$ cat src/rtl/fb_pkg.sv
// Shared types and helpers for the framebuffer write controller.
// Holds pixel/address typedefs, FSM and grant enums, and the (x,y) address map.
package fb_pkg;

    typedef logic [23:0] pixel_t;
    typedef logic [15:0] fb_adr_t;

    typedef enum logic {
        IDLE,
        FILL
    } fill_state_t;

    typedef enum logic {
        GNT_HOST,
        GNT_FILL
    } grant_t;

    // Linear address y*FB_W + x for a power-of-two width: pure shift/concat.
    function automatic logic [31:0] fb_addr(
        input logic [7:0] x,
        input logic [7:0] y,
        input int         xbits
    );
        return (32'(y) << xbits) | 32'(x);
    endfunction

endpackage

$ cat src/rtl/fb_rect_walker.sv
// Rectangle walker: normalises/clips fill corners and steps (cx,cy) row by row.
// Ports: i_clk, i_rst, i_load + corners, i_step; o_cx, o_cy, o_last, o_empty.
module fb_rect_walker #(
    parameter int FB_W = 256,
    parameter int FB_H = 256
) (
    input  logic       i_clk,
    input  logic       i_rst,
    input  logic       i_load,
    input  logic [7:0] i_x0,
    input  logic [7:0] i_y0,
    input  logic [7:0] i_x1,
    input  logic [7:0] i_y1,
    input  logic       i_step,
    output logic [7:0] o_cx,
    output logic [7:0] o_cy,
    output logic       o_last,
    output logic       o_empty
);

    localparam logic [8:0] XMAX = 9'(FB_W - 1);
    localparam logic [8:0] YMAX = 9'(FB_H - 1);

    logic [7:0] w_xa;
    logic [7:0] w_xb_raw;
    logic [7:0] w_xb;
    logic [7:0] w_ya;
    logic [7:0] w_yb_raw;
    logic [7:0] w_yb;

    logic [7:0] r_xa;
    logic [7:0] r_xb;
    logic [7:0] r_yb;
    logic [7:0] r_cx;
    logic [7:0] r_cy;

    assign w_xa     = (i_x0 < i_x1) ? i_x0 : i_x1;
    assign w_xb_raw = (i_x0 < i_x1) ? i_x1 : i_x0;
    assign w_ya     = (i_y0 < i_y1) ? i_y0 : i_y1;
    assign w_yb_raw = (i_y0 < i_y1) ? i_y1 : i_y0;

    assign w_xb = ({1'b0, w_xb_raw} > XMAX) ? XMAX[7:0] : w_xb_raw;
    assign w_yb = ({1'b0, w_yb_raw} > YMAX) ? YMAX[7:0] : w_yb_raw;

    // Rectangle lies entirely off-screen: nothing to write.
    assign o_empty = ({1'b0, w_xa} > XMAX) || ({1'b0, w_ya} > YMAX);

    assign o_cx   = r_cx;
    assign o_cy   = r_cy;
    assign o_last = (r_cx == r_xb) && (r_cy == r_yb);

    always_ff @(posedge i_clk or posedge i_rst) begin
        if (i_rst) begin
            r_xa <= '0;
            r_xb <= '0;
            r_yb <= '0;
            r_cx <= '0;
            r_cy <= '0;
        end else if (i_load) begin
            r_xa <= w_xa;
            r_xb <= w_xb;
            r_yb <= w_yb;
            r_cx <= w_xa;
            r_cy <= w_ya;
        end else if (i_step) begin
            if (r_cx == r_xb) begin
                r_cx <= r_xa;
                r_cy <= r_cy + 8'd1;
            end else begin
                r_cx <= r_cx + 8'd1;
            end
        end
    end

endmodule

$ cat src/rtl/fb_write_ctrl.sv
// Framebuffer write-port controller: arbitrates host pixel writes and rect fill.
// Ports: CLOCK_50/rst, host valid/ready/x/y/color, fill ctrl, fb_wclk/wadr/we/d.
module fb_write_ctrl
    import fb_pkg::*;
#(
    parameter int FB_W  = 256,
    parameter int FB_H  = 256,
    parameter int ADR_W = 16,
    parameter int PIX_W = 24
) (
    input  logic             CLOCK_50,
    input  logic             rst,
    input  logic             host_valid,
    output logic             host_ready,
    input  logic [7:0]       host_x,
    input  logic [7:0]       host_y,
    input  logic [PIX_W-1:0] host_color,
    input  logic             fill_start,
    input  logic             fill_abort,
    input  logic [7:0]       fill_x0,
    input  logic [7:0]       fill_y0,
    input  logic [7:0]       fill_x1,
    input  logic [7:0]       fill_y1,
    input  logic [PIX_W-1:0] fill_color,
    output logic             fill_busy,
    output logic             fill_done,
    output logic             fb_wclk,
    output logic [ADR_W-1:0] fb_wadr,
    output logic             fb_we,
    output logic [PIX_W-1:0] fb_d
);

    localparam int XBITS = $clog2(FB_W);

    fill_state_t r_state;
    fill_state_t w_next;
    grant_t      r_last_grant;

    logic             w_gnt_host;
    logic             w_gnt_fill;
    logic             w_load;
    logic             w_empty_done;
    logic             w_host_ok;
    logic [7:0]       w_cx;
    logic [7:0]       w_cy;
    logic             w_last;
    logic             w_empty;

    logic             r_we;
    logic [ADR_W-1:0] r_adr;
    logic [PIX_W-1:0] r_d;
    logic             r_done;
    logic [PIX_W-1:0] r_fill_color;

    fb_rect_walker #(
        .FB_W (FB_W),
        .FB_H (FB_H)
    ) u_walker (
        .i_clk   (CLOCK_50),
        .i_rst   (rst),
        .i_load  (w_load),
        .i_x0    (fill_x0),
        .i_y0    (fill_y0),
        .i_x1    (fill_x1),
        .i_y1    (fill_y1),
        .i_step  (w_gnt_fill),
        .o_cx    (w_cx),
        .o_cy    (w_cy),
        .o_last  (w_last),
        .o_empty (w_empty)
    );

    assign w_host_ok = ({1'b0, host_x} < 9'(FB_W))
                    && ({1'b0, host_y} < 9'(FB_H));

    always_comb begin
        w_next       = r_state;
        host_ready   = 1'b0;
        w_gnt_host   = 1'b0;
        w_gnt_fill   = 1'b0;
        w_load       = 1'b0;
        w_empty_done = 1'b0;
        unique case (r_state)
            IDLE: begin
                host_ready = 1'b1;
                w_gnt_host = host_valid;
                if (fill_start) begin
                    w_load = 1'b1;
                    if (w_empty)
                        w_empty_done = 1'b1;
                    else
                        w_next = FILL;
                end
            end
            FILL: begin
                // Strict alternation only when the host contends.
                host_ready = (r_last_grant == GNT_FILL);
                w_gnt_host = host_valid && host_ready;
                w_gnt_fill = !w_gnt_host;
                if ((w_gnt_fill && w_last) || fill_abort)
                    w_next = IDLE;
            end
            default: w_next = IDLE;
        endcase
        if (rst)
            host_ready = 1'b0;
    end

    always_ff @(posedge CLOCK_50 or posedge rst) begin
        if (rst) begin
            r_state      <= IDLE;
            r_last_grant <= GNT_FILL;
            r_we         <= 1'b0;
            r_adr        <= '0;
            r_d          <= '0;
            r_done       <= 1'b0;
            r_fill_color <= '0;
        end else begin
            r_state <= w_next;
            r_done  <= (w_gnt_fill && w_last) || w_empty_done;
            if (w_load)
                r_fill_color <= fill_color;
            if (w_gnt_host)
                r_last_grant <= GNT_HOST;
            else if (w_gnt_fill)
                r_last_grant <= GNT_FILL;
            if (w_gnt_host) begin
                // Off-screen host pixels are accepted but dropped.
                r_we <= w_host_ok;
                if (w_host_ok) begin
                    r_adr <= ADR_W'(fb_addr(host_x, host_y, XBITS));
                    r_d   <= host_color;
                end
            end else if (w_gnt_fill) begin
                r_we  <= 1'b1;
                r_adr <= ADR_W'(fb_addr(w_cx, w_cy, XBITS));
                r_d   <= r_fill_color;
            end else begin
                r_we <= 1'b0;
            end
        end
    end

    assign fb_wclk   = ~CLOCK_50;
    assign fb_we     = r_we;
    assign fb_wadr   = r_adr;
    assign fb_d      = r_d;
    assign fill_done = r_done;
    assign fill_busy = (r_state == FILL);

endmodule

$ cat config.mk
export PLATFORM = sky130hd
export DESIGN_NAME = fb_write_ctrl
export DESIGN_NICKNAME = d
export VERILOG_FILES = /design/src/rtl/fb_pkg.sv /design/src/rtl/fb_rect_walker.sv /design/src/rtl/fb_write_ctrl.sv
export SDC_FILE = /design/constraint.sdc
export NUM_CORES = 1
export LEC_CHECK = 0
export CORE_AREA = 2 2 118 120
export CTS_CLUSTER_DIAMETER = 60
export CTS_CLUSTER_SIZE = 14
export DETAILED_ROUTE_END_ITERATION = 7
export DIE_AREA = 0 0 120 122
export PLACE_DENSITY_LB_ADDON = 0.15
export RECOVER_POWER = 100
export SYNTH_ARGS = -nofsm -noshare
export SYNTH_HDL_FRONTEND = slang
export SYNTH_HIERARCHICAL = 1
export SYNTH_SLANG_ARGS = --single-unit
export TNS_END_PERCENT = 30
$ cat constraint.sdc
create_clock -name CLOCK_50 -period 2.6 [get_ports CLOCK_50]
set_input_delay 0.78 -clock CLOCK_50 [delete_from_list [all_inputs] [get_ports CLOCK_50]]
set_output_delay 0.78 -clock CLOCK_50 [all_outputs]
set_load 0.05 [all_outputs]
==> reports/results.ini, run 1 <==
[placement]
dp_hpwl_mm=10.8
portBuffers=145
gp_congestion=0.823
placed_area_um2=7910

[logic_synthesis]
netlist_area_um2=6060
synth_compound_area_share_pct=15.0
synth-edff-count=0
syn_avg_cell_area_um2=10.9
synth_top_family_by_area=multiplexers
synth-main-ff-cell=dfrtp_1
synth_common_cells=dfrtp_1, nand2_1, mux2i_1, inv_1, a21oi_1
synth_area_leaders=dfrtp_1, mux2i_1, mux2_4
post-synth-top-count-cell=dfrtp_1
synth_cell_types=48
synthMuxAreaShare_pct=17.8
synth-seq-cells=108
yosys.area.top_type=dfrtp_1
netlist_instances=557
synth_seq_area_share_pct=44.6
synth_nets=674
synth-simple-area-share_pct=8.79
synthAdderAreaFrac_pct=3.30
synthArstFlopShare_pct=100
ys_warn_count=6
netlist.area_leader.share_pct=44.2
synth-xor-area-share_pct=3.32

[clocking]
cts_buffer_depth=2
cts_buffers=9
cts_hold_buf=0
clockRootBuffer=clkbuf_16
htreeDepth=3

[timing]
worstEndpointType=top-level output
crit_endpoint=host_ready

[die]
die_height_um=122
start_util_pct=44.9
rows=43
fp.dieW_um=120
io_pins=146

[status]
stop_error=[ERROR GRT-0232] Routing congestion too high. Check the congestion heatmap in the GUI.
lastStage=global routing
status=aborted with a tool error

[grt]
grt_usage_pct=1340
grt_max_degree=62
grt_overflow=131000

cell families after synthesis:
kind of cell | count (synthesis)
other | 1
muxes | 93
adders and majority gates | 16
DFF | 108
xor gates and xnor gates | 23
buffers and inverters | 80
AOI/OAI and AO/OA | 124
and+or+nand+nor | 112
timing repair:
action | in CTS
setup buffers | 3
gates resized for setup | 10
endpoints found under the setup margin | 35
pin swaps | 2
routing by layer:
layer | track usage, % | overflow
met1 | 3960 | 131000
met4 | 5.44 | 0
met5 | 0 | 0
met3 | 2.76 | 0
met2 | 38.0 | 0
stage by stage:
step                std cells  worst slack, ns  setup TNS [ns]
detailed placement        896           -0.480          -17.10
CTS                       915          -0.0307         -0.0307
global placement          896           -0.430          -15.05
floorplan                 557            0.110               0
==> run 2, diff against run 1 <==
--- a/config.mk
+++ b/config.mk
@@ -5,11 +5,9 @@
 export SDC_FILE = /design/constraint.sdc
 export NUM_CORES = 1
 export LEC_CHECK = 0
-export CORE_AREA = 2 2 118 120
-export CTS_CLUSTER_DIAMETER = 60
-export CTS_CLUSTER_SIZE = 14
+export CORE_AREA = 2 2 127 129
 export DETAILED_ROUTE_END_ITERATION = 7
-export DIE_AREA = 0 0 120 122
+export DIE_AREA = 0 0 129 131
 export PLACE_DENSITY_LB_ADDON = 0.15
 export RECOVER_POWER = 100
 export SYNTH_ARGS = -nofsm -noshare
==> constraint.sdc (replaced) <==
create_clock -name CLOCK_50 -period 3.38 [get_ports CLOCK_50]
set_input_delay 1.014 -clock CLOCK_50 [delete_from_list [all_inputs] [get_ports CLOCK_50]]
set_output_delay 1.014 -clock CLOCK_50 [all_outputs]
set_load 0.05 [all_outputs]
==> reports/results.ini, run 2 <==
[logic_synthesis]
ys_warn_count=6
netlist_instances=557
synth_seq_area_share_pct=44.6
synth-main-ff-cell=dfrtp_1
synth_area_leaders=dfrtp_1, mux2i_1, mux2_4
netlist.area_leader.share_pct=44.2
netlist_area_um2=6060
synth_nets=674
synth_common_cells=dfrtp_1, nand2_1, mux2i_1, inv_1, a21oi_1
syn_avg_cell_area_um2=10.9
post-synth-top-count-cell=dfrtp_1
synth_cell_types=48
yosys.area.top_type=dfrtp_1
synthArstFlopShare_pct=100
synth-edff-count=0
synth-seq-cells=108

[power_and_ir_drop]
cellLeakagePower_nw=3.35
power.total_mw=4.60
max-vdd-ir-drop_v=0.000257
p_per_area_nw_per_um2=590

[routing]
vias_per_cell=5.15
drtIter0Drc=184
drc=0
drtPass1Iterations=4
routed_wl_mm=15.0
avgRoutedWirePerCell_um=16.5
vias=4678
detail-route-antenna-nets=0

[die]
io_pins=146
fp.dieW_um=129
core-area_um2=15600
rows=46
die_area_um2=16900
die_height_um=131
start_util_pct=38.9

[grt]
grt_overflow=0
grt_usage_pct=17.9
antenna_found_initial=0
grt_pass1_vias=4650
grt_pass1_wl_mm=23.7
grt_max_degree=71

[finish]
areaGrowthSynthToFinish_pct=28.6
final_cell_mix=dfrtp_1, clkdlybuf4s50_1, a21oi_1, nand2_1, mux2i_1
fin_nets=804
antenna_cells=0
layout-drive-gt1-share_pct=9.97
final_common_cell=dfrtp_1
final_area_um2=7800

[worst_setup_path]
crit_top_cell=clkbuf_16
crit_arrival_ns=2.32
path_cells=clkbuf_16 -> clkbuf_16 -> inv_1 -> clkbuf_4
cp-start-kind=clock port
crit_required_ns=2.37
cp-end-kind=output pin
slowest_stage=clkbuf_4
cpPeakStageDelay_ns=0.22
crit_path_max_fanout=19
ff2ff_path_depth=4
crit_type=clock port to output pin

[timing]
hold_violations=0
clock_skew_ns=0.00834
setup_viol=0
layout_setup_ws_ns=0.0426
slew_headroom_pct=-4.25
worst_pin_slew_ns=1.56
rsz0062_at_grt=false
slew_violations=27

[clocking]
cts_tree=built
cts.clk_slew.worst_paths_ns=0.08
clkLatencyLatePin_ns=0.36
htreeDepth=3
cts_buffers=9
clockRootBuffer=clkbuf_16
cts_hold_buf=0
cts_buffer_depth=2

[placement]
dp_hpwl_mm=10.8
gp_congestion=0.738
portBuffers=145
place_ws_ns=-0.132
placed_area_um2=7640

[flow_run]
cap_violations=1

[status]
failed_checks=capacitance limit, slew limit
status=complete, but fails checks

[min_path]
hold_path.class=flop to flop
whs_path_depth=2

-- run 2: final timing paths --
path | from | end | slack (ns)
min in group asynchronous | rst | fb_wadr[13] | 1.34
max in group asynchronous | rst | r_fill_color[17] | 0.49
worst max register to register | fill_busy | r_fill_color[2] | 0.73
worst min-delay path | r_fill_color[9] | fb_d[9] | 0.47
worst max-delay path | CLOCK_50 | fb_wclk | 0.04
worst min register to register | r_fill_color[9] | fb_d[9] | 0.47
-- run 2: through the flow --
stage | util [%] | hold slack [ns] | TNS (ns) | instances
6_report | 50.0 | 0.468 | 0 | 908
5_1_grt | 50.0 | 0.487 | 0 | 908
3_5_place_dp | 49.0 | 0.461 | -0.132 | 892
3_3_place_gp | 49.0 | 0.452 | -0.132 | 892
4_1_cts | 51.0 | 0.476 | 0 | 908
2_1_floorplan | - | 0.442 | 0 | 557
-- run 2: layer usage --
| layer | track usage [%] | routed length, µm | part of all wire, % |
|---|---|---|---|
| met4 | 6.84 | 273 | 1.8 |
| met2 | 29.9 | 7270 | 48 |
| met5 | 0 | 0 | 0 |
| met3 | 2.65 | 659 | 4.4 |
| met1 | 23.8 | 6790 | 45 |
-- run 2: cell families (layout without fill, tap and decap cells) --
| kind of cell | Yosys count | in the layout | share of synthesized area [%] |
|---|---|---|---|
| AOI/OAI and AO/OA | 124 | 124 | 15.0 |
| and+or+nand+nor | 112 | 112 | 8.79 |
| DFF | 108 | 108 | 44.6 |
| muxes | 93 | 93 | 17.8 |
| buffers and inverters | 80 | 215 | 7.10 |
| xor gates and xnor gates | 23 | 23 | 3.32 |
| adders and majority gates | 16 | 16 | 3.30 |
| other | 1 | 1 | 0.0618 |
-- run 2: final cells by class --
type	instances	area, µm²
clock inverters	6	50.0
clock buffers	12	283
multi-input cells	369	2820
repair buffers	155	1510
well taps	216	270
fillers	1490	7800
inverters	42	158
flip-flops and latches	108	2700
-- run 2: power by group --
| part | total, mW | switching (mW) | leakage, nW | internal, mW |
|---|---|---|---|---|
| Sequential | 1.82 | 0.255 | 1.24 | 1.56 |
| Combinational | 1.60 | 0.929 | 1.94 | 0.670 |
| Clock | 1.19 | 0.568 | 0.168 | 0.618 |
| Total | 4.60 | 1.75 | 3.35 | 2.85 |
-- run 2: critical path, delay by kind of cell --
kind | cells | cell delay, ns
buffers and inverters | 4 | 0.63
-- run 2: what timing repair did --
item / 4_1_cts / 5_1_grt
gates resized for setup: 5 / 1
buffers inserted: 0 / 0
setup endpoints to repair: 1 / 1
gates cloned: 0 / 0
hold endpoints to repair: 0 / 0
Power figures use the tool's default switching activity.
==> run 3, diff against run 2 <==
--- a/config.mk
+++ b/config.mk
@@ -5,11 +5,14 @@
 export SDC_FILE = /design/constraint.sdc
 export NUM_CORES = 1
 export LEC_CHECK = 0
-export CORE_AREA = 2 2 127 129
+export CELL_PAD_IN_SITES_DETAIL_PLACEMENT = 0
+export CELL_PAD_IN_SITES_GLOBAL_PLACEMENT = 1
+export CORE_AREA = 2 2 128 130
 export DETAILED_ROUTE_END_ITERATION = 7
-export DIE_AREA = 0 0 129 131
+export DIE_AREA = 0 0 130 132
 export PLACE_DENSITY_LB_ADDON = 0.15
 export RECOVER_POWER = 100
+export SLEW_MARGIN = 0
 export SYNTH_ARGS = -nofsm -noshare
 export SYNTH_HDL_FRONTEND = slang
 export SYNTH_HIERARCHICAL = 1
==> reports/results.ini, run 3 (synthesis results as in run 2) <==
[status]
status=complete, but fails checks
failed_checks=capacitance limit, slew limit

[worst_setup_path]
crit_arrival_ns=2.29
cp-start-kind=clock port
cp-end-kind=output pin
crit_path_max_fanout=15
crit_type=clock port to output pin
crit_required_ns=2.37

[placement]
portBuffers=145
dp_hpwl_mm=10.7
placed_area_um2=7620
place_inst=891
place_ws_ns=-0.132
gp_congestion=0.763

[power_and_ir_drop]
clkPwrFrac_pct=24.1
max-vdd-ir-drop_v=0.000281
cellLeakagePower_nw=3.31
p_int_mw=2.74
p_per_area_nw_per_um2=582
power.switching_mw=1.74
p_seq_share_pct=40.6
sw_frac_of_total_pct=38.8
combPwrFrac_pct=35.3

[routing]
vias=4578
drtPass1Iterations=4
drtIter0Drc=226
routed_wl_mm=15.0
drc=0
detail-route-antenna-nets=0
avgRoutedWirePerCell_um=16.5
vias_per_cell=5.05

[timing]
layout_setup_ws_ns=0.0757
setup_viol=0
slew_violations=45
worst_pin_slew_ns=2.08
hold_violations=0
clock_skew_ns=0.00725
hold_ws_ns=0.472
rsz0062_at_grt=false
slew_headroom_pct=-39.0

[min_path]
hold_path.class=flop to flop

[grt]
antenna_found_initial=0
grt_pass1_vias=4643
grt_usage_pct=17.9
grt_max_degree=97
grt_overflow=0
grt_pass1_wl_mm=24.2

[finish]
final_cell_mix=dfrtp_1, clkdlybuf4s50_1, a21oi_1
final_area_um2=7710
fin_nets=803
final_common_cell=dfrtp_1
fin_util_pct=49.1
areaGrowthSynthToFinish_pct=27.1
antenna_cells=0
layout-drive-gt1-share_pct=8.83
final_cell_count_no_fill=907

[die]
rows=46
die_area_um2=17200
die_height_um=132
start_util_pct=38.6
io_pins=146
fp.dieW_um=130
core-area_um2=15700

[clocking]
cts_buffer_depth=2
htreeDepth=3
clkLatencyLatePin_ns=0.35
cts_tree=built
cts.clk_slew.worst_paths_ns=0.07
clockRootBuffer=clkbuf_16
cts_buffers=9

[flow_run]
cap_violations=1

[run 3: cell count changes in the layout (fill, tap and decap cells not counted), sizes merged]
cell           previous run  this run
clkinv                    3         0
clkbuf                   18        16
clkdlybuf4s50            97        95
clkinvlp                  0         2
dlygate4sd3              44        46
inv                      45        47
[run 3: cell type report]
| type | count | area (µm²) |
|---|---|---|
| clock buffers | 11 | 233 |
| flip-flops and latches | 108 | 2700 |
| clock inverters | 7 | 53.8 |
| inverters | 42 | 158 |
| well taps | 216 | 270 |
| multi-input cells | 369 | 2790 |
| fillers | 1504 | 8010 |
| repair buffers | 154 | 1500 |
[run 3: stage by stage]
step                      total power, mW  TNS [ns]
after floorplan                      3.04         0
after global placement               3.60    -0.132
after detailed placement             3.64    -0.220
after CTS                            4.69         0
after global routing                 4.76         0
final                                4.48         0
[run 3: routing by layer]
layer  global-route usage (%)  wire, µm
met5                        0         0
met1                     24.8      6980
met4                     7.29       323
met3                     2.60       743
met2                     28.0      6910
[run 3: worst paths after layout]
| check | startpoint | end | slack [ns] | depth (start not counted) |
|---|---|---|---|---|
| max in group asynchronous | rst | fb_wadr[14] | 0.51 | 3 |
| worst min-delay path | r_fill_color[18] | fb_d[18] | 0.47 | 2 |
| worst min register to register | r_fill_color[18] | fb_d[18] | 0.47 | 2 |
| min in group asynchronous | rst | fill_busy | 1.28 | 2 |
| worst max-delay path | CLOCK_50 | fb_wclk | 0.08 | 4 |
| worst max register to register | u_walker/o_cx[0] | u_walker/o_cx[5] | 1.01 | 6 |
[run 3: critical path: stages]
cell       delay [ns]
clkbuf_16        0.17
buf_6            0.16
inv_1            0.05
clkbuf_4         0.22
[run 3: power groups by stage]
stage / clock network, mW / registers [mW] / logic (mW)
6_report: 1.08 / 1.82 / 1.58
5_1_grt: 1.18 / 1.86 / 1.72
4_1_cts: 1.14 / 1.83 / 1.72
3_5_place_dp: 0.0724 / 1.85 / 1.71
3_3_place_gp: 0.0724 / 1.84 / 1.69
2_1_floorplan: 0.0500 / 2.16 / 0.836
[run 3: repair_timing]
| action | CTS | global route |
|---|---|---|
| setup endpoints to repair | 1 | 1 |
| buffers inserted | 0 | 0 |
| resized for setup | 5 | 1 |
| hold buffers | 0 | 0 |
==> run 4, diff against run 3 <==
--- a/config.mk
+++ b/config.mk
@@ -8,6 +8,7 @@
 export CELL_PAD_IN_SITES_DETAIL_PLACEMENT = 0
 export CELL_PAD_IN_SITES_GLOBAL_PLACEMENT = 1
 export CORE_AREA = 2 2 128 130
+export CTS_CLUSTER_DIAMETER = 60
 export DETAILED_ROUTE_END_ITERATION = 7
 export DIE_AREA = 0 0 130 132
 export PLACE_DENSITY_LB_ADDON = 0.15
==> results of run 4 <==
No change in the layout: final DEF, timing and power equal those of run 3.
